[src/rtl/cpu_mem_bridge.sv]
// cpu_mem_bridge: connects a CPU fetch port and a load/store port to a single
// synchronous RAM, one request in flight at a time.
//
// Ports:
//   clk, rst                          clock, asynchronous active-low reset
//   PC, Inst_Req_Valid/Ready          instruction fetch request
//   Instruction, Inst_Valid/Ready     instruction response
//   Address, MemWrite, MemRead,
//   Write_data, Write_strb,
//   Mem_Req_Ready                     data request (data wins arbitration)
//   Read_data, Read_data_Valid/Ready  load response
//   mem_addr, mem_en, mem_wen,
//   mem_wdata, mem_rdata              synchronous RAM port (1-cycle read)
//   perf_req_cnt, perf_stall_cnt      accepted requests / response stall cycles
module cpu_mem_bridge #(
    parameter int unsigned ADDR_W = 16
) (
    input  logic              clk,
    input  logic              rst,
    input  logic [31:0]       PC,
    input  logic              Inst_Req_Valid,
    output logic              Inst_Req_Ready,
    output logic [31:0]       Instruction,
    output logic              Inst_Valid,
    input  logic              Inst_Ready,
    input  logic [31:0]       Address,
    input  logic              MemWrite,
    input  logic              MemRead,
    input  logic [31:0]       Write_data,
    input  logic [3:0]        Write_strb,
    output logic              Mem_Req_Ready,
    output logic [31:0]       Read_data,
    output logic              Read_data_Valid,
    input  logic              Read_data_Ready,
    output logic [ADDR_W-1:0] mem_addr,
    output logic              mem_en,
    output logic [3:0]        mem_wen,
    output logic [31:0]       mem_wdata,
    input  logic [31:0]       mem_rdata,
    output logic [31:0]       perf_req_cnt,
    output logic [31:0]       perf_stall_cnt
);

    localparam int unsigned DATA_W = 32;
    localparam int unsigned STRB_W = 4;

    typedef enum logic [1:0] {IDLE, ACCESS, CAPT, RESP} state_e;
    typedef enum logic [1:0] {KIND_FETCH, KIND_LOAD, KIND_STORE} kind_e;

    state_e              state_q, state_d;
    kind_e               kind_q, kind_d;
    logic [ADDR_W-1:0]   addr_q, addr_d;
    logic [DATA_W-1:0]   wdata_q, wdata_d;
    logic [STRB_W-1:0]   strb_q, strb_d;
    logic [DATA_W-1:0]   resp_q, resp_d;
    logic [DATA_W-1:0]   req_cnt_q, req_cnt_d;
    logic [DATA_W-1:0]   stall_cnt_q, stall_cnt_d;

    logic data_req;
    logic resp_ready;
    logic unused_addr_bits;

    assign data_req   = MemRead | MemWrite;
    assign resp_ready = (kind_q == KIND_FETCH) ? Inst_Ready : Read_data_Ready;

    // Byte-offset and out-of-range address bits are dropped (address wraps).
    assign unused_addr_bits = ^{PC, Address};

    // State and request/response registers
    always_ff @(posedge clk or negedge rst) begin
        if (!rst) begin
            state_q     <= IDLE;
            kind_q      <= KIND_FETCH;
            addr_q      <= '0;
            wdata_q     <= '0;
            strb_q      <= '0;
            resp_q      <= '0;
            req_cnt_q   <= '0;
            stall_cnt_q <= '0;
        end else begin
            state_q     <= state_d;
            kind_q      <= kind_d;
            addr_q      <= addr_d;
            wdata_q     <= wdata_d;
            strb_q      <= strb_d;
            resp_q      <= resp_d;
            req_cnt_q   <= req_cnt_d;
            stall_cnt_q <= stall_cnt_d;
        end
    end

    // Next-state, request capture and counters
    always_comb begin
        state_d     = state_q;
        kind_d      = kind_q;
        addr_d      = addr_q;
        wdata_d     = wdata_q;
        strb_d      = strb_q;
        resp_d      = resp_q;
        req_cnt_d   = req_cnt_q;
        stall_cnt_d = stall_cnt_q;

        case (state_q)
            IDLE: begin
                if (data_req || Inst_Req_Valid) begin
                    // Data port has priority; write+read together counts as a store.
                    addr_d    = data_req ? Address[ADDR_W+1:2] : PC[ADDR_W+1:2];
                    kind_d    = MemWrite ? KIND_STORE : (MemRead ? KIND_LOAD : KIND_FETCH);
                    wdata_d   = Write_data;
                    strb_d    = Write_strb;
                    req_cnt_d = req_cnt_q + DATA_W'(1);
                    state_d   = ACCESS;
                end
            end
            ACCESS: begin
                state_d = (kind_q == KIND_STORE) ? IDLE : CAPT;
            end
            CAPT: begin
                resp_d  = mem_rdata;
                state_d = RESP;
            end
            RESP: begin
                if (resp_ready) begin
                    state_d = IDLE;
                end else begin
                    stall_cnt_d = stall_cnt_q + DATA_W'(1);
                end
            end
            default: begin
                state_d = IDLE;
            end
        endcase
    end

    // Handshake outputs are held low while reset is asserted.
    assign Mem_Req_Ready  = rst && (state_q == IDLE);
    assign Inst_Req_Ready = rst && (state_q == IDLE) && !data_req;

    assign Inst_Valid      = (state_q == RESP) && (kind_q == KIND_FETCH);
    assign Read_data_Valid = (state_q == RESP) && (kind_q == KIND_LOAD);
    assign Instruction     = resp_q;
    assign Read_data       = resp_q;

    // RAM port; an all-zero-strobe store issues no RAM cycle at all.
    assign mem_addr  = addr_q;
    assign mem_wdata = wdata_q;
    assign mem_en    = (state_q == ACCESS) && ((kind_q != KIND_STORE) || (strb_q != '0));
    assign mem_wen   = ((state_q == ACCESS) && (kind_q == KIND_STORE)) ? strb_q : '0;

    assign perf_req_cnt   = req_cnt_q;
    assign perf_stall_cnt = stall_cnt_q;

endmodule

[config.mk]
export PLATFORM = sky130hd
export DESIGN_NAME = cpu_mem_bridge
export DESIGN_NICKNAME = d
export VERILOG_FILES = /design/src/rtl/cpu_mem_bridge.sv
export SDC_FILE = /design/constraint.sdc
export NUM_CORES = 1
export LEC_CHECK = 0
export CAP_MARGIN = 30
export CORE_MARGIN = 4
export CORE_UTILIZATION = 37
export CTS_CLUSTER_SIZE = 40
export DETAILED_ROUTE_END_ITERATION = 10
export GPL_ROUTABILITY_DRIVEN = 0
export PLACE_DENSITY = 0.77
export SLEW_MARGIN = 10
export SYNTH_ARGS = -nofsm -noshare
export SYNTH_HDL_FRONTEND = slang
export SYNTH_SLANG_ARGS = --single-unit
[constraint.sdc]
create_clock -name clk -period 1.8 [get_ports clk]
set_input_delay 0.36 -clock clk [delete_from_list [all_inputs] [get_ports clk]]
set_output_delay 0.36 -clock clk [all_outputs]
set_load 0.02 [all_outputs]
Yosys cells after proc, flatten, opt, wreduce, memory -nomap -nowiden
Cells that the tools add are included.

storage, ports and cells
  bits in registers = 152
  bits of input ports = 139
  output and inout port bits = 185

cells by class
  add/sub/neg operators = 2
  equality and inequality tests = 8
  mux-type cells = 9
  bitwise logic cells = 2
  reductions and logical operators = 15

operators by type and width
  cell                                           number
  adder 32 x 1 -> 32 bit, second input constant  2
  two-way mux 16 bit                             1
  two-way mux 2 bit                              4
  one-hot mux 2 bit (4 select lines)             1
  == test 2 bit, second input constant           3
  logical AND 1 bit                              6
  inequality test 2 bit, second input constant   3
  AND reduction 2 bit                            3
  == test 2 x 1 -> 1 bit, second input constant  2
  logical NOT 2 bit                              2
  two-way mux 4 bit                              1
  nonzero test 4 bit                             1
  logical OR 1 bit                               2
  two-way mux 1 bit                              2
  logical NOT 1 bit                              1
  inverter 1 bit                                 1
  OR 1 bit                                       1

Longest topological paths before layout
Gate-level depths: netlist of run 1.

  depth in word-level cells = 4
  depth in mapped cells = 7
  depth with buffers taken out = 6

Worst setup path before layout of run 1
Ideal clock, no wire load.

  kind = input to output
  from = input port MemRead
  to = output port Inst_Req_Ready
  data arrival time = 1.508 ns
  data required time = 1.440 ns
  path slack = -0.068 ns
  cell stages on the path = 3
  buffers on the path = 1
  path through = nor2_1 buf_2 and3_1

on the way
  cells in the longest elaborated chain, start to end = 3

ends and longest elaborated chain
  what               line  source
  from (decl)        28    input logic MemRead,
  OR 1 bit           63    assign data_req = MemRead | MemWrite;
  logical NOT 1 bit  137   assign Inst_Req_Ready = rst && (state_q == IDLE) && !data_req;
  logical AND 1 bit  137
  to (decl)          22    output logic Inst_Req_Ready,

Every way passes these cells.

Worst setup path after layout of run 1
  from = register kind_q[0]
  to = register stall_cnt_q[8], in the netlist perf_stall_cnt[8]

on the way
  cells in the longest elaborated chain, start to end = 4

ends and longest elaborated chain
  what                                  line  source
  from (decl)                           51    kind_e kind_q, kind_d;
  from (signal assigned)                82    kind_q <= kind_d;
  logical NOT 2 bit                     64    assign resp_ready = (kind_q == KIND_FETCH) ? Inst_Ready : Read_data_Ready;
  two-way mux 1 bit                     64
  inverter 1 bit (no source line)       -
  AND reduction 2 bit (no source line)  -
  to (signal assigned)                  88    stall_cnt_q <= stall_cnt_d;
  to (decl)                             57    logic [DATA_W-1:0] stall_cnt_q, stall_cnt_d;

Every way passes these cells.
A chain may end at the register's enable or synchronous reset.

==> results of run 1 <==
==> timing repair <==
item,in CTS,in global routing
setup buffers,4,9
pin swaps,3,22
resized for setup,137,95
endpoints found under the setup margin,119,98
endpoints found under the hold margin,0,26
hold buffers,0,1
==> state kept, by name (all words and copies together) (netlist names), named ones only <==
register        flops
state_q             1
perf_req_cnt       32
strb_q              4
perf_stall_cnt     32
kind_q              2
Instruction        32
mem_addr           16
mem_wdata          32
==> cells in the mapped netlist, drive strengths merged, types with 9 or more instances <==
master	count
and3	14
buf	43
clkbuf	9
dfrtp	152
mux2	32
mux2i	16
nand2	153
nand3	27
nand4	18
nor2	14
o21ai	20
xnor2	50
xor2	12
==> power groups by stage <==
stage | Combinational [mW] | Sequential [mW] | Clock [mW]
6_report | 7.44 | 5.25 | 3.37
2_1_floorplan | 2.84 | 6.43 | 0
3_5_place_dp | 7.54 | 5.31 | 0
3_3_place_gp | 7.44 | 5.26 | 0
5_1_grt | 7.98 | 5.41 | 3.61
4_1_cts | 7.44 | 5.28 | 3.45
==> layout make-up <==
class                           instances  area, µm²
Inverter                                3      11.26
Clock inverter                         14      132.6
Multi-Input combinational cell        396       2739
Sequential cell                       152       3811
Timing Repair Buffer                  359       3542
Tap cell                              225      281.5
Fill cell                            1390       6530
Clock buffer                           18      429.2
==> per-layer routing <==
metal / part of all wire (%) / wire, µm / vias to the layer above / GRT usage, %
li1: - / - / 2641 / -
met1: 38 / 6994 / 2627 / 20.23
met2: 51 / 9411 / 228 / 31.13
met3: 11 / 1973 / 21 / 6.855
met4: 1.3 / 246 / 0 / 4.646
met5: 0 / 0 / - / 0
==> worst max-delay path, stage by stage, from the launching register on <==
cell     delay [ns]
dfrtp_1        0.36
buf_6          0.13
buf_4          0.12
or3b_4         0.14
nand4_4        0.18
buf_4          0.23
nor3_1         0.30
xor2_1         0.25
==> placed cells by master (no fill, tap or decap), drive strengths merged, types with 16 or more instances in the layout <==
cell type and count:
clkdlybuf4s50 152, dfrtp 152, clkbuf 18, dlygate4sd2 79
nand3 27, nand4 18, mux2i 16, buf 78
o21ai 20, xnor2 50, mux2 32, nand2 153
dlymetal6s2s 49
==> worst paths after layout <==
kind | start | to | slack (ns) | cells past startpoint
max | kind_q[0] | perf_stall_cnt[8] | -0.007 | 7
min | MemWrite | kind_q[1] | 0.33 | 3
max reg2reg | kind_q[0] | perf_stall_cnt[8] | -0.007 | 7
min reg2reg | mem_wdata[1] | mem_wdata[1] | 0.47 | 2
max in group asynchronous | rst | perf_stall_cnt[10] | 0.69 | 4
min in group asynchronous | rst | mem_addr[3] | 0.49 | 3
==> logic make-up (layout without fill, tap and decap cells) <==
logic type                 count (synthesis)  count (layout)
and+or+nand+nor                          260             260
DFF                                      152             152
xor gates and xnor gates                  62              62
buffers and inverters                     55             394
muxes                                     48              48
AOI/OAI and AO/OA                         24              24
adders and majority gates                  2               2
==> run metrics, run 1 <==
status finished with violations; failing checks setup timing; Routed WL 18.63 mm; All-Layer GR Usage 17.71%; finished layout cell area 10,950 µm²; Placed Instances 1,119; post-route DRC violation count 0; worst relative slew slack 68.67%; fin crit share 100.4%; post-DP HPWL 13.83 mm; Antenna Nets Post-Route 0; Starting Density 38.11%; Placed Instance Area 9961 µm²; Max-Cap Viols 0; Final Slew Violations 0; insertion delay to the later sink of the worst-skew pair 0.43 ns; Arr. time, crit path 2.13 ns; Synth Area in XOR/XNOR 8.153%; Seq pwr share 32.7%; switch share 38.69%; Leak 5.688 nW; Area Overhead vs Synth 64.36%; core box area 17,480 µm²; Tmin final 1.807 ns; Mapped Area 6660 µm²; Synth Area in Simple Gates 19.48%; compound-cell area share of the yosys netlist 1.897%; Req. time, crit path 2.12 ns; Setup WS pre-CTS -0.4297 ns; Logic pwr share 46.3%; Port-buffer cells 291; Setup Viol. Count Final 5; clock share of power 21.0%; Initial DRC Count 196; I/O pin total 324; Worst Skew 0.009103 ns; multiplexer area fraction after synthesis 7.815%; Internal Power 9.854 mW; Post-synth EDFFs 0; crit start category flip-flop; CTS tree yes; total number of H-tree levels 4; vias per cell 4.728; final hold slack 0.3310 ns; # diodes 0; number of global-route vias before repair 5,405; WL/cell 15.96 µm; worst-margin pin slew 0.4664 ns; CTS sink cnt 152; largest net degree at the start of global routing 78; crit path capture type flip-flop; Synth area leader dfrtp_1; Layout Nets 1,070; Synth cell types 43; Primary FF master, synth dfrtp_1; final hold vios 0; grt total ovfl 0; YS warnings 0; DR vias 5,517; total CTS buffers 17; Die Span X 142.2 µm; fmax 553.4 MHz; main combinational cell family by area after synthesis simple AND/OR/NAND/NOR gates; initial antenna violation count 0; final setup margin -0.006885 ns; Final Instance Count excl. Fillers 1,167; Mapped Avg Cell Area 11.05 µm²; crit-path max FO 7; layout cells sized above 1 17.62%; Synth top area share 57.11%; Syn Nets 744; Syn Inst Count 603; worst vdd ir 882.4 µV; die area 20,210 µm²; RSZ-0062 raised after global routing yes; synth top area cells dfrtp_1 57%, nand2_1 8.6%, xnor2_1 6.6%, mux2_1 5.1%, buf_4 3.7%; Tot Pwr 16.07 mW; first-pass GRT wire length 28.35 mm; post-synthesis adder-cell area fraction 0.3757%; final setup TNS -0.02363 ns; crit path kind flip-flop to flip-flop; clk buf depth 2; Pwr per Cell Area 1468 nW/µm²; clk slew on worst S/H paths 0.06 ns; CTS root buf clkbuf_16; Post-synth ARST share 100.0%; Switch Pwr 6.218 mW; Placement Rows 48; Yosys reg bits 152; first drt pass iteration count 4; Seq/Total Area, Yosys 57.11%; Util after Layout 62.64%; Chip Height 142.2 µm; HP Class input pin to flip-flop
Note: power is estimated with default switching activity, not from simulation.
==> run 2: changes to the inputs <==
- CAP_MARGIN: 30 -> 20
==> run metrics, run 2 (synthesis gave the netlist of run 1 again) <==
Max-Cap Viols 0; largest net degree at the start of global routing 78; Arr. time, crit path 1.44 ns; Tmin final 1.802 ns; RSZ-0062 raised after global routing yes; Port-buffer cells 291; All-Layer GR Usage 17.71%; I/O pin total 324; clk buf depth 2; die area 20,210 µm²; failing checks setup timing; crit path kind flip-flop to output port; number of global-route vias before repair 5,405; Worst Skew 0.009055 ns; FF-to-FF Start kind_q[0]; crit start category flip-flop; Placement Rows 48; CTS root buf clkbuf_16; Initial DRC Count 169; crit path capture type output port; worst relative slew slack 36.87%; layout cells sized above 1 17.23%; R2R depth 7; Placed Instance Area 9961 µm²; total number of H-tree levels 4; Req. time, crit path 1.44 ns; worst-margin pin slew 0.9469 ns; Setup Viol. Count Final 1; Pwr per Cell Area 1478 nW/µm²; vias per cell 4.702; core box area 17,480 µm²; Setup WS pre-CTS -0.4297 ns; initial antenna violation count 0; # diodes 0; Routed WL 18.45 mm; first-pass GRT wire length 28.35 mm; post-route DRC violation count 0; WL/cell 15.84 µm; commonest non-fill, non-tap cell in the layout clkdlybuf4s50_1; Placed Instances 1,119; final setup TNS -0.002128 ns; insertion delay to the later sink of the worst-skew pair 0.43 ns; Post-CTS Hold Buffers 0; most frequent cells in the layout 152 x clkdlybuf4s50_1, 150 x nand2_1, 146 x dfrtp_1, 79 x dlygate4sd2_1, 58 x buf_4; fmax 554.9 MHz; crit-path max FO 5; total CTS buffers 17; Chip Height 142.2 µm; CTS sink cnt 152; final setup margin -0.002128 ns; Antenna Nets Post-Route 0; clk slew on worst S/H paths 0.07 ns; Layout Nets 1,068; worst vdd ir 883.9 µV; grt total ovfl 0; Util after Layout 62.32%; Die Span X 142.2 µm; CTS tree yes; r2r setup slk -0.002 ns; post-DP HPWL 13.83 mm; DR vias 5,478; Leak 5.665 nW; Final Slew Violations 0; Final Instance Count excl. Fillers 1,165; finished layout cell area 10,890 µm²; Starting Density 38.11%; status finished with violations; Area Overhead vs Synth 63.54%; first drt pass iteration count 4; final hold vios 0; fin crit share 100.1%; HP Class input pin to asynchronous set/reset pin; reg2reg end perf_stall_cnt[8]
run 2: worst max-delay path by stage:
stage	start	to	cells after the start
CTS	flip-flop	mem_wen[3]	4
floorplan	perf_req_cnt[4]	perf_req_cnt[25]	5
global placement	MemWrite	perf_req_cnt[29]	6
detailed placement	MemWrite	perf_req_cnt[23]	6
finish	flip-flop	mem_wen[3]	4
global route	flip-flop	mem_wen[2]	4
run 2: through the flow:
| step | hold WS (ns) | power [mW] |
|---|---|---|
| after floorplan | 0.06441 | 9.267 |
| after global placement | 0.4569 | 12.70 |
| after detailed placement | 0.4610 | 12.85 |
| after CTS | 0.2002 | 16.17 |
| after global routing | 0.2541 | 17.04 |
| final | 0.1603 | 16.10 |
run 2: layout make-up:
| class | count | area (µm²) |
|---|---|---|
| clock buffers | 18 | 429.2 |
| clock inverters | 14 | 132.6 |
| fillers | 1392 | 6585 |
| inverters | 3 | 11.26 |
| multi-input cells | 396 | 2730 |
| flip-flops and latches | 152 | 3811 |
| well taps | 225 | 281.5 |
| repair buffers | 357 | 3496 |
run 2: critical path: stages (launching register included):
cell and delay [ns]:
dfrtp_2 0.45, nand2b_4 0.17, nor2_4 0.13, and2_4 0.16, buf_6 0.11
run 2: report_power, final:
part           internal (mW)  switching, mW  leakage (nW)  total (mW)
clock                   1.82           1.55         0.270        3.37
sequential              4.52          0.736          1.94        5.25
combinational           3.53           3.94          3.46        7.47
run 2: repair_timing:
action,in CTS,in global routing
gates resized for setup,137,96
buffers inserted,4,10
pin swaps,3,23
gates cloned,0,0
endpoints found under the setup margin,119,98
run 2: metal layers:
metal / wire length, µm / vias up / GRT usage (%)
met1: 6960 / 2591 / 20.23
li1: - / 2632 / -
met2: 9259 / 234 / 31.13
met3: 1979 / 21 / 6.855
met5: 0 / - / 0
met4: 253 / 0 / 4.646
==> run 3: changes to the inputs <==
--- a/config.mk
+++ b/config.mk
@@ -8,3 +8,2 @@
 export CAP_MARGIN = 20
-export CORE_MARGIN = 4
 export CORE_UTILIZATION = 37
--- a/constraint.sdc
+++ b/constraint.sdc
@@ -3,2 +3,2 @@
 set_output_delay 0.36 -clock clk [all_outputs]
-set_load 0.02 [all_outputs]
+set_load 0.005 [all_outputs]
==> run metrics, run 3 (synthesis gave the netlist of run 1 again) <==
status finished with violations; failing checks setup timing; Placement Rows 48; first drt pass iteration count 6; crit path kind flip-flop to output port; Tmin final 1.826 ns; All-Layer GR Usage 19.65%; reg2reg end perf_req_cnt[2]; final setup margin -0.02609 ns; crit-path max FO 5; fin crit share 101.4%; crit start category flip-flop; Area Overhead vs Synth 64.91%; insertion delay to the later sink of the worst-skew pair 0.42 ns; Starting Density 38.24%; r2r setup slk 0.04 ns; clk buf depth 2; RSZ-0062 raised after global routing yes; Req. time, crit path 1.44 ns; initial antenna violation count 0; total CTS buffers 17; # diodes 0; first-pass GRT wire length 27.70 mm; post-DP HPWL 13.29 mm; vias per cell 4.722; CP most frequent cell buf_6; most frequent cells in the layout 262 x clkdlybuf4s50_1, 151 x nand2_1, 140 x dfrtp_1, 53 x buf_4, 50 x xnor2_1; WL met2 9.377 mm; met1 wire length 7.103 mm; Max-Cap Viols 0; Top Metal Used met4; CP Buf/Inv Count 2; max incr delay on CP 0.44 ns; worst relative slew slack 38.56%; worst path cell trace nand2b_4 -> nor2_4 -> buf_6 -> and2_4 -> buf_6; crit path capture type output port; die area 18,540 µm²; final hold vios 0; Worst Skew 0.008325 ns; CTS root buf clkbuf_16; Initial DRC Count 196; Pwr per Cell Area 1408 nW/µm²; Port-buffer cells 291; Util after Layout 63.06%; Final Slew Violations 0; Routed WL 18.41 mm; WL/cell 15.75 µm; Layout Nets 1,072; Setup Viol. Count Final 5; post-route DRC violation count 0; largest net degree at the start of global routing 82; Arr. time, crit path 1.47 ns; Antenna Nets Post-Route 0; core box area 17,420 µm²; Tot Pwr 15.47 mW; Die Span X 136.2 µm; worst-margin pin slew 0.9215 ns; worst vdd ir 741.9 µV; HP Class input pin to flip-flop; layout cells sized above 1 17.48%; clk slew on worst S/H paths 0.07 ns; total number of H-tree levels 4; CP top delay family flip-flops; Worst Setup EP mem_wen[1]; Leak 5.106 nW; CTS sink cnt 152; WP depth 5; commonest non-fill, non-tap cell in the layout clkdlybuf4s50_1; CTS tree yes; FF-to-FF Start state_q[0]; number of global-route vias before repair 5,233; DR vias 5,520; grt total ovfl 0; R2R depth 8; Chip Height 136.2 µm; Fill cells 1,372; crit path max-delay cell type dfrtp_2; fmax 547.6 MHz; DR WL met3 1.448 mm; I/O pin total 324
-- run 3: report_power, final --
part	internal [mW]	switching, mW	leakage [nW]
registers	4.52	0.830	1.93
logic	3.90	2.30	2.86
clock network	2.46	1.46	0.323
total	10.9	4.59	5.11
-- run 3: worst min path at each step --
stage                   start         endpoint  slack [ns]  cells after the start
2_1_floorplan             rst   Instruction[0]        0.06                      0
3_3_place_gp              rst  perf_req_cnt[1]        0.42                      2
3_5_place_dp              rst  perf_req_cnt[2]        0.42                      2
4_1_cts         Write_data[0]     mem_wdata[0]        0.45                      3
5_1_grt        Write_data[20]    mem_wdata[20]        0.46                      3
6_report        Write_data[0]     mem_wdata[0]        0.46                      3
-- run 3: area by class of cell --
cell class / instances / area [µm²] / share of cell area, %
flip-flops and latches: 152 / 3819 / 34.77
clock inverters: 12 / 185.2 / 1.686
multi-input cells: 396 / 2661 / 24.23
well taps: 225 / 281.5 / 2.563
inverters: 3 / 11.26 / 0.1025
clock buffers: 20 / 466.7 / 4.249
repair buffers: 361 / 3558 / 32.40
-- run 3: worst reg2reg max path, cell delays in order (launching register included) --
cell,delay [ns]
dfrtp_2,0.40
buf_6,0.14
buf_4,0.13
buf_4,0.13
nor3_4,0.27
buf_4,0.18
buf_12,0.17
nand2_1,0.11
xnor2_1,0.13
-- run 3: what timing repair did --
| item | CTS | global route |
|---|---|---|
| hold buffers | 1 | 0 |
| gates cloned | 0 | 1 |
| buffers inserted | 10 | 8 |
| pin swaps | 8 | 15 |
| setup endpoints to repair | 23 | 52 |
| endpoints found under the hold margin | 81 | 0 |
| resized for setup | 69 | 43 |
-- run 3: layer usage --
metal	vias up	track usage, %
li1	2638	-
met1	2627	22.61
met2	223	33.70
met3	32	6.189
met4	0	7.963
met5	-	0
-- run 3: through the flow --
step | setup slack, ns | hold slack [ns] | TNS, ns | std cells | instance area, µm²
after CTS | -0.05303 | 0.4466 | -0.1983 | 1160 | 10760
after global routing | -0.07551 | 0.4565 | -0.7652 | 1169 | 10980
after global placement | -0.3802 | 0.4224 | -29.55 | 1117 | 9967
after floorplan | 0.03565 | 0.06441 | 0 | 603 | 6660
final | -0.02609 | 0.4590 | -0.08450 | 1169 | 10980
after detailed placement | -0.4040 | 0.4197 | -32.04 | 1117 | 9967
